$ cat config.mk
export PLATFORM = sky130hd
export DESIGN_NAME = mem_access_unit
export DESIGN_NICKNAME = d
export VERILOG_FILES = /design/src/rtl/mem_access_unit.sv
export SDC_FILE = /design/constraint.sdc
export NUM_CORES = 1
export LEC_CHECK = 0
export CORE_MARGIN = 8
export CORE_UTILIZATION = 25
export CTS_CLUSTER_DIAMETER = 80
export DETAILED_ROUTE_END_ITERATION = 10
export DONT_BUFFER_PORTS = 1
export GPL_TIMING_DRIVEN = 0
export HOLD_SLACK_MARGIN = 0.03
export SLEW_MARGIN = 20
export SYNTH_ARGS = -nofsm -noshare
export SYNTH_HDL_FRONTEND = slang
export SYNTH_SLANG_ARGS = --single-unit
$ cat constraint.sdc
create_clock -name CLK -period 2.9 [get_ports CLK]
set_input_delay 0 -clock CLK [delete_from_list [all_inputs] [get_ports CLK]]
set_output_delay 0 -clock CLK [all_outputs]
set_load 0.1 [all_outputs]
$ cat src/rtl/mem_access_unit.sv
// mem_access_unit: load/store front-end for a big-endian, byte-addressed, 32-bit data memory.
//
// The memory reads combinationally and writes on the falling edge of CLK. This unit accepts
// one request at a time, checks alignment and range, does read-modify-write for byte and
// halfword stores, and sign- or zero-extends loads.
//
// Optional feature: define LSU_PERF_EN to add the perf_loads/perf_stores counters.
//
// Ports:
//   CLK, RST_n                 clock, asynchronous active-low reset
//   req_valid/req_ready        request handshake (ready only in IDLE)
//   req_we, req_size,          store/load, size (00 byte, 01 half, 10 word, 11 illegal),
//   req_unsigned               zero-extend loads when set
//   req_addr, req_wdata        byte address, right-justified store data
//   resp_valid                 one-cycle completion pulse
//   resp_rdata                 extended load data (0 for stores/errors)
//   resp_err                   bit0 misaligned/illegal size, bit1 out of range
//   mem_RD, mem_WR             memory read/write enables (registered)
//   mem_DAddr, mem_DataIn      word-aligned address, word to write
//   mem_DataOut                word read from memory
//   perf_loads, perf_stores    (LSU_PERF_EN only) saturating completion counters
module mem_access_unit #(
  parameter int unsigned MEM_BYTES = 512
) (
  input  logic        CLK,
  input  logic        RST_n,
  input  logic        req_valid,
  output logic        req_ready,
  input  logic        req_we,
  input  logic [1:0]  req_size,
  input  logic        req_unsigned,
  input  logic [31:0] req_addr,
  input  logic [31:0] req_wdata,
  output logic        resp_valid,
  output logic [31:0] resp_rdata,
  output logic [1:0]  resp_err,
`ifdef LSU_PERF_EN
  output logic [15:0] perf_loads,
  output logic [15:0] perf_stores,
`endif
  output logic        mem_RD,
  output logic        mem_WR,
  output logic [31:0] mem_DAddr,
  output logic [31:0] mem_DataIn,
  input  logic [31:0] mem_DataOut
);

  typedef enum logic [1:0] {StIdle, StRd, StWr, StResp} state_e;

  state_e      state_q, state_d;
  logic        we_q, we_d;
  logic [1:0]  size_q, size_d;
  logic        uns_q, uns_d;
  logic [1:0]  off_q, off_d;
  logic [31:0] wdata_q, wdata_d;
  logic        mem_rd_q, mem_rd_d;
  logic        mem_wr_q, mem_wr_d;
  logic [31:0] daddr_q, daddr_d;
  logic [31:0] datain_q, datain_d;
  logic        resp_valid_q, resp_valid_d;
  logic [31:0] resp_rdata_q, resp_rdata_d;
  logic [1:0]  resp_err_q, resp_err_d;

  logic [31:0] aligned_addr;
  logic [32:0] last_byte;
  logic        err_misalign;
  logic        err_range;

  assign aligned_addr = {req_addr[31:2], 2'b00};
  // 33-bit sum so a word near the top of the address space cannot wrap into range.
  assign last_byte    = {1'b0, aligned_addr} + 33'd3;
  assign err_range    = (last_byte >= 33'(MEM_BYTES));

  always_comb begin
    err_misalign = 1'b0;
    unique case (req_size)
      2'b00:   err_misalign = 1'b0;
      2'b01:   err_misalign = req_addr[0];
      2'b10:   err_misalign = (req_addr[1:0] != 2'b00);
      default: err_misalign = 1'b1;
    endcase
  end

  // Big-endian lane shift: byte offset 0 lives in bits 31:24, halfword offset 0 in 31:16.
  function automatic logic [4:0] lane_shift(input logic [1:0] size, input logic [1:0] off);
    if (size == 2'b00) return {~off, 3'b000};
    return off[1] ? 5'd0 : 5'd16;
  endfunction

  function automatic logic [31:0] merge_word(input logic [31:0] old_word,
                                             input logic [31:0] wdata,
                                             input logic [1:0]  size,
                                             input logic [1:0]  off);
    logic [31:0] mask;
    logic [31:0] data;
    logic [4:0]  sh;
    sh   = lane_shift(size, off);
    mask = (size == 2'b00) ? 32'h0000_00ff : 32'h0000_ffff;
    data = wdata & mask;
    return (old_word & ~(mask << sh)) | (data << sh);
  endfunction

  function automatic logic [31:0] extend_load(input logic [31:0] word,
                                              input logic [1:0]  size,
                                              input logic        uns,
                                              input logic [1:0]  off);
    logic [31:0] lane;
    lane = word >> lane_shift(size, off);
    unique case (size)
      2'b00:   return {{24{~uns & lane[7]}}, lane[7:0]};
      2'b01:   return {{16{~uns & lane[15]}}, lane[15:0]};
      default: return word;
    endcase
  endfunction

  always_comb begin
    state_d      = state_q;
    we_d         = we_q;
    size_d       = size_q;
    uns_d        = uns_q;
    off_d        = off_q;
    wdata_d      = wdata_q;
    mem_rd_d     = 1'b0;
    mem_wr_d     = 1'b0;
    daddr_d      = daddr_q;
    datain_d     = datain_q;
    resp_valid_d = 1'b0;
    resp_rdata_d = resp_rdata_q;
    resp_err_d   = resp_err_q;

    unique case (state_q)
      StIdle: begin
        if (req_valid) begin
          we_d    = req_we;
          size_d  = req_size;
          uns_d   = req_unsigned;
          off_d   = req_addr[1:0];
          wdata_d = req_wdata;
          daddr_d = aligned_addr;
          if (err_misalign || err_range) begin
            state_d      = StResp;
            resp_valid_d = 1'b1;
            resp_rdata_d = 32'd0;
            resp_err_d   = {err_range, err_misalign};
          end else if (req_we && (req_size == 2'b10)) begin
            state_d  = StWr;
            mem_wr_d = 1'b1;
            datain_d = req_wdata;
          end else begin
            // Loads and sub-word stores both start by reading the target word.
            state_d  = StRd;
            mem_rd_d = 1'b1;
          end
        end
      end
      StRd: begin
        if (we_q) begin
          state_d  = StWr;
          mem_wr_d = 1'b1;
          datain_d = merge_word(mem_DataOut, wdata_q, size_q, off_q);
        end else begin
          state_d      = StResp;
          resp_valid_d = 1'b1;
          resp_rdata_d = extend_load(mem_DataOut, size_q, uns_q, off_q);
          resp_err_d   = 2'b00;
        end
      end
      StWr: begin
        state_d      = StResp;
        resp_valid_d = 1'b1;
        resp_rdata_d = 32'd0;
        resp_err_d   = 2'b00;
      end
      default: begin
        state_d = StIdle;
      end
    endcase
  end

  always_ff @(posedge CLK or negedge RST_n) begin
    if (!RST_n) begin
      state_q      <= StIdle;
      we_q         <= 1'b0;
      size_q       <= 2'b00;
      uns_q        <= 1'b0;
      off_q        <= 2'b00;
      wdata_q      <= 32'd0;
      mem_rd_q     <= 1'b0;
      mem_wr_q     <= 1'b0;
      daddr_q      <= 32'd0;
      datain_q     <= 32'd0;
      resp_valid_q <= 1'b0;
      resp_rdata_q <= 32'd0;
      resp_err_q   <= 2'b00;
    end else begin
      state_q      <= state_d;
      we_q         <= we_d;
      size_q       <= size_d;
      uns_q        <= uns_d;
      off_q        <= off_d;
      wdata_q      <= wdata_d;
      mem_rd_q     <= mem_rd_d;
      mem_wr_q     <= mem_wr_d;
      daddr_q      <= daddr_d;
      datain_q     <= datain_d;
      resp_valid_q <= resp_valid_d;
      resp_rdata_q <= resp_rdata_d;
      resp_err_q   <= resp_err_d;
    end
  end

  assign req_ready  = (state_q == StIdle);
  assign resp_valid = resp_valid_q;
  assign resp_rdata = resp_rdata_q;
  assign resp_err   = resp_err_q;
  assign mem_RD     = mem_rd_q;
  assign mem_WR     = mem_wr_q;
  assign mem_DAddr  = daddr_q;
  assign mem_DataIn = datain_q;

`ifdef LSU_PERF_EN
  logic [15:0] perf_loads_q, perf_loads_d;
  logic [15:0] perf_stores_q, perf_stores_d;
  logic        done_ok;

  assign done_ok = resp_valid_q && (resp_err_q == 2'b00);

  always_comb begin
    perf_loads_d  = perf_loads_q;
    perf_stores_d = perf_stores_q;
    if (done_ok && !we_q && (perf_loads_q != 16'hffff))  perf_loads_d  = perf_loads_q + 16'd1;
    if (done_ok && we_q && (perf_stores_q != 16'hffff))  perf_stores_d = perf_stores_q + 16'd1;
  end

  always_ff @(posedge CLK or negedge RST_n) begin
    if (!RST_n) begin
      perf_loads_q  <= 16'd0;
      perf_stores_q <= 16'd0;
    end else begin
      perf_loads_q  <= perf_loads_d;
      perf_stores_q <= perf_stores_d;
    end
  end

  assign perf_loads  = perf_loads_q;
  assign perf_stores = perf_stores_q;
`endif

endmodule

# Yosys cells after proc, flatten, opt, wreduce, memory -nomap -nowiden
# Cells that the tools add are included.
[classes] add_sub_neg=1 order_cmp=1 eq_ne=11 n_shift=3 mux=47 bitwise=8 n_reduce_logical=11
[ops] op="32-bit two-way mux" n=7
[ops] op="32-bit one-hot mux with 2 select lines" n=2
[ops] op="32-bit one-hot mux with 3 select lines" n=1
[ops] op="5-bit two-way mux" n=8
[ops] op="32-bit by 2-bit adder with 33-bit output (second input constant)" n=1
[ops] op="33-bit by 10-bit greater-or-equal comparator with 1-bit output (second input constant)" n=1
[ops] op="32-bit by 16-bit bitwise AND with 32-bit output" n=1
[ops] op="32-bit bitwise AND" n=1
[ops] op="32-bit inverter" n=1
[ops] op="32-bit bitwise OR" n=1
[ops] op="16-bit by 5-bit left shift with 32-bit output" n=1
[ops] op="32-bit by 5-bit left shift with 32-bit output" n=1
[ops] op="32-bit by 5-bit right shift with 16-bit output" n=1
[ops] op="1-bit two-way mux" n=17
[ops] op="16-bit two-way mux" n=1
[ops] op="2-bit two-way mux" n=6
[ops] op="2-bit one-hot mux with 3 select lines" n=2
[ops] op="2-bit != test (second input constant)" n=4
[ops] op="2-bit by 1-bit == test with 1-bit output (second input constant)" n=3
[ops] op="2-bit logical NOT" n=3
[ops] op="1-bit one-hot mux with 3 select lines" n=2
[ops] op="5-bit AND reduction" n=1
[ops] op="2-bit == test (second input constant)" n=2
[ops] op="2-bit by 1-bit != test with 1-bit output (second input constant)" n=2
[ops] op="other kinds (10)" n=12
[word_totals] ff_bits=139 out_inout_bits=102 word_cells=95

# Logic depth before layout (Yosys ltp)
[depth] word_depth=13 mapped_depth=8 mapped_depth_nobuf=6

# Worst setup path after synthesis
# No wires, ideal clock.
[synth_path] path_kind="reg-to-reg" from="register state_q[0]" to="register datain_q[16] (netlist: mem_DataIn[16])" setup_ns=0.125 arrival_ns=2.518 t_required_ns=2.775 setup_slack_ns=0.256 path_stages_with_launch=8 path_buffers=1 synth_period_minus_slack_ns=2.644 cell_sequence="dfrtp_1 > inv_1 > ha_1 > nand2_1 > nor4b_2 > o21bai_2 > buf_6 > mux2_4"
[synth_between] elab_chain_len=3
[synth_lines] element="start: declaration" line_no="50" rtl="state_e state_q, state_d;"
[synth_lines] element="start signal: assignment" line_no="182" rtl="state_q <= StIdle;"
[synth_lines] element="start signal: assignment" line_no="196" rtl="state_q <= state_d;"
[synth_lines] element="2-bit logical NOT *"
[synth_lines] element="via req_ready" line_no="28" rtl="output logic req_ready,"
[synth_lines] element="2-bit by 1-bit != test with 1-bit output (no line), or another cell as far along"
[synth_lines] element="5-bit AND reduction (no line)"
[synth_lines] element="end signal: assignment" line_no="205" rtl="datain_q <= datain_d;"
[synth_lines] element="end: declaration" line_no="59" rtl="logic [31:0] datain_q, datain_d;"
# Mark *: on every way through the listed nets, which the timed path passes. The rest lies on a longest branch.
# A chain may end at the register's enable or synchronous reset.

# Worst setup path after layout
[layout_path] from="register state_q[0]" to="register datain_q[7] (netlist: mem_DataIn[7])"
# The elaborated chain is that of the path after synthesis.

==> impl_metrics.json <==
{
  "setup_ws_ns": 0.143,
  "track_usage_pct": 15.6,
  "ant_nets": 0,
  "synth_compound_area_share_pct": 12.2,
  "avgRoutedWirePerCell_um": 23.4,
  "synthXorXnorAreaFrac_pct": 0,
  "reg2reg_to": "mem_DataIn[7]$_DFFE_PN0P_",
  "synth_area_per_cell_um2": 11.3,
  "clk_latency_ns": 0.42,
  "hold_violations": 0,
  "min_period_over_period_pct": 95.1,
  "crit_family": "adder cells",
  "synthAdderAreaFrac_pct": 0.994,
  "area_growth_pct": 33.2,
  "start_kind": "flip-flop",
  "drt_iter0_drc": 435,
  "worst_pin_slew_ns": 1.00,
  "min_path_type": "input pin to flip-flop",
  "synthCells": 559,
  "skew_ns": 0.00935,
  "drt-vias-per-instance": 4.80,
  "critical_path.endpoint_type": "flip-flop",
  "cp_max_fo": 10,
  "fin_nets": 790,
  "finalMaxSlewViolations": 0,
  "slowest_delay_ns": 0.62,
  "reg2reg_depth": 7,
  "async_flop_share_pct": 100,
  "timing.fmax_mhz": 363,
  "std_cell_rows": 58,
  "die_w_um": 175,
  "synth_enable_flop_cells": 0,
  "numPortBuffers": 0,
  "grt_pass1_vias": 5174,
  "cp.arrival_ns": 3.05,
  "max_slew_margin_pct": 33.3,
  "die_y_um": 175,
  "start_util_pct": 25.2,
  "ys_seq_elements": 123,
  "yosys_warnings": 0,
  "num_vias": 4938,
  "multi_input_area_mm2": 0.00290,
  "final_common_cell": "dfrtp_1",
  "critPathBufInv": 2,
  "grt_pass1_wl_um": 35100,
  "numCtsBuffers": 17,
  "clkTransAtPathRegs_ns": 0.06,
  "cts_sinks": 123,
  "reg2reg_slack_ns": 0.14,
  "synth_top_family_by_area": "multiplexers",
  "drtPass1Iterations": 5,
  "final-seq-area_mm2": 0.00308,
  "endpoint": "mem_DataIn[7]$_DFFE_PN0P_",
  "path_class": "flip-flop to flip-flop",
  "core_area_mm2": 0.0250,
  "maxCapViolCount": 0,
  "final_layout_size_suffix_gt1_share_pct": 23.6,
  "gp_congestion": 0.921,
  "cp_slowest_cell": "ha_2",
  "synth-simple-area-share_pct": 7.59,
  "r2r-start": "state_q[0]$_DFFE_PN0N_",
  "routed_wirelength_um": 24000,
  "path_depth": 7,
  "cp.required_ns": 3.20,
  "crit_chain": "inv_1, ha_2, nand2_1, nor4b_2, o21bai_2, buf_6, mux2_4",
  "cts_buffer_depth": 2,
  "syn-cell-area_mm2": 0.00629,
  "drt_drc_violations_left": 0,
  "n_fill_cell": 2517,
  "root_buffer": "clkbuf_16",
  "grt-ovfl-total": 0,
  "synth_seq_area_share_pct": 48.9,
  "grt_max_degree": 124,
  "period_minus_slack_ns": 2.76,
  "synth.area.mux_share_pct": 25.0,
  "pre_cts_ws_ns": -0.205,
  "die_area_mm2": 0.0305,
  "grt_antenna_before_repair": 2,
  "cts_tree": "built",
  "dpl.hpwl_um": 17300,
  "setup_viol": 0,
  "htreeDepth": 4,
  "status": "finished, final reports clean",
  "tns_ns": 0,
  "crit_start": "state_q[0]$_DFFE_PN0N_",
  "most-common-layout-cells": "dfrtp_1 (123), dlygate4sd3_1 (102), mux2_2 (81)",
  "synth.distinct_cells": 47,
  "ios": 205,
  "rsz0062_at_grt": "no",
  "cts_setup_buffers": 0,
  "synthFlopType": "dfrtp_1"
}
-- layer usage --
layer / up-vias / wire, um / global-route usage, %
met5: - / 0 / 0
met4: 0 / 615 / 5.72
met3: 47 / 2580 / 7.32
met2: 239 / 11300 / 25.0
met1: 2425 / 9510 / 17.8
li1: 2227 / - / -
-- cell type report --
cell class / instances / area share, %
well taps: 330 / 4.93
plain buffers: 39 / 2.33
inverters: 36 / 1.61
repair buffers: 103 / 12.5
clock buffers: 22 / 5.54
flip-flops and latches: 123 / 36.7
clock inverters: 10 / 1.69
diodes: 4 / 0.119
multi-input cells: 362 / 34.5
-- cells by family after synthesis --
| kind of cell | after synthesis |
|---|---|
| muxes | 134 |
| AOI/OAI and AO/OA | 129 |
| adders and majority gates | 5 |
| buffers and inverters | 75 |
| and+or+nand+nor | 92 |
| DFF | 123 |
| other | 1 |
-- through the flow --
stage / hold slack [ns] / instance area [um2] / instances / utilization (%)
after floorplan: -0.296 / 6300 / 560 / -
after global placement: -0.293 / 6710 / 890 / 26.9
after detailed placement: -0.292 / 6710 / 890 / 26.9
after CTS: 0.0474 / 8370 / 1025 / 33.5
after global routing: 0.0706 / 8380 / 1027 / 33.6
final: 0.0846 / 8380 / 1029 / 33.6
-- registers in the layout (all words and copies together) (netlist names) --
signal and count:
resp_err 2, resp_valid 1, off_q 2, state_q 2
uns_q 1, mem_DataIn 32, size_q 2, resp_rdata 32
mem_DAddr 30, mem_RD 1, we_q 1, mem_WR 1
wdata_q 16
-- Yosys cell counts (4+ instances only) --
library cell,instances,area (um2)
dfrtp_1,123,3080
mux2_2,81,912
a21oi_1,73,365
inv_1,36,135
nand2_1,30,113
nor2_1,25,93.8
clkbuf_1,23,86.3
mux2i_1,23,230
mux2_4,22,330
o22ai_1,17,106
o21ai_0,15,75.1
and2_1,8,50.1
o221ai_1,8,70.1
mux2_1,7,78.8
nand3_1,7,35.0
buf_2,6,30.0
ha_1,5,62.6
nor4_2,5,62.6
buf_4,4,30.0
nor3_1,4,20.0
-- worst min path at each step --
stage                    start                         end  slack (ns)  cells past startpoint
2_1_floorplan            RST_n   mem_DAddr[10]$_DFFE_PN0P_       -0.30                      0
3_3_place_gp             RST_n   mem_DAddr[18]$_DFFE_PN0P_       -0.29                      0
3_5_place_dp             RST_n   mem_DAddr[16]$_DFFE_PN0P_       -0.29                      0
4_1_cts        mem_DataOut[12]  resp_rdata[12]$_DFFE_PN0P_        0.05                      3
5_1_grt        mem_DataOut[12]  resp_rdata[12]$_DFFE_PN0P_        0.07                      3
6_report       mem_DataOut[12]  resp_rdata[12]$_DFFE_PN0P_        0.08                      3
-- worst reg2reg max path, cell delays in order (launching register included) --
cell and delay (ns):
dfrtp_1 0.44, inv_1 0.12, ha_2 0.62, nand2_1 0.19, nor4b_2 0.40, o21bai_2 0.30, buf_6 0.25, mux2_4 0.31
-- timing repair --
action	4_1_cts	5_1_grt
hold buffers	103	0
hold endpoints to repair	244	0
gates resized for setup	2	2
endpoints found under the setup margin	17	20
gates cloned	0	0
Power is left out: the tool's default activity adds up to more than one toggle a clock period on the data nets, which glitch-free logic cannot reach.
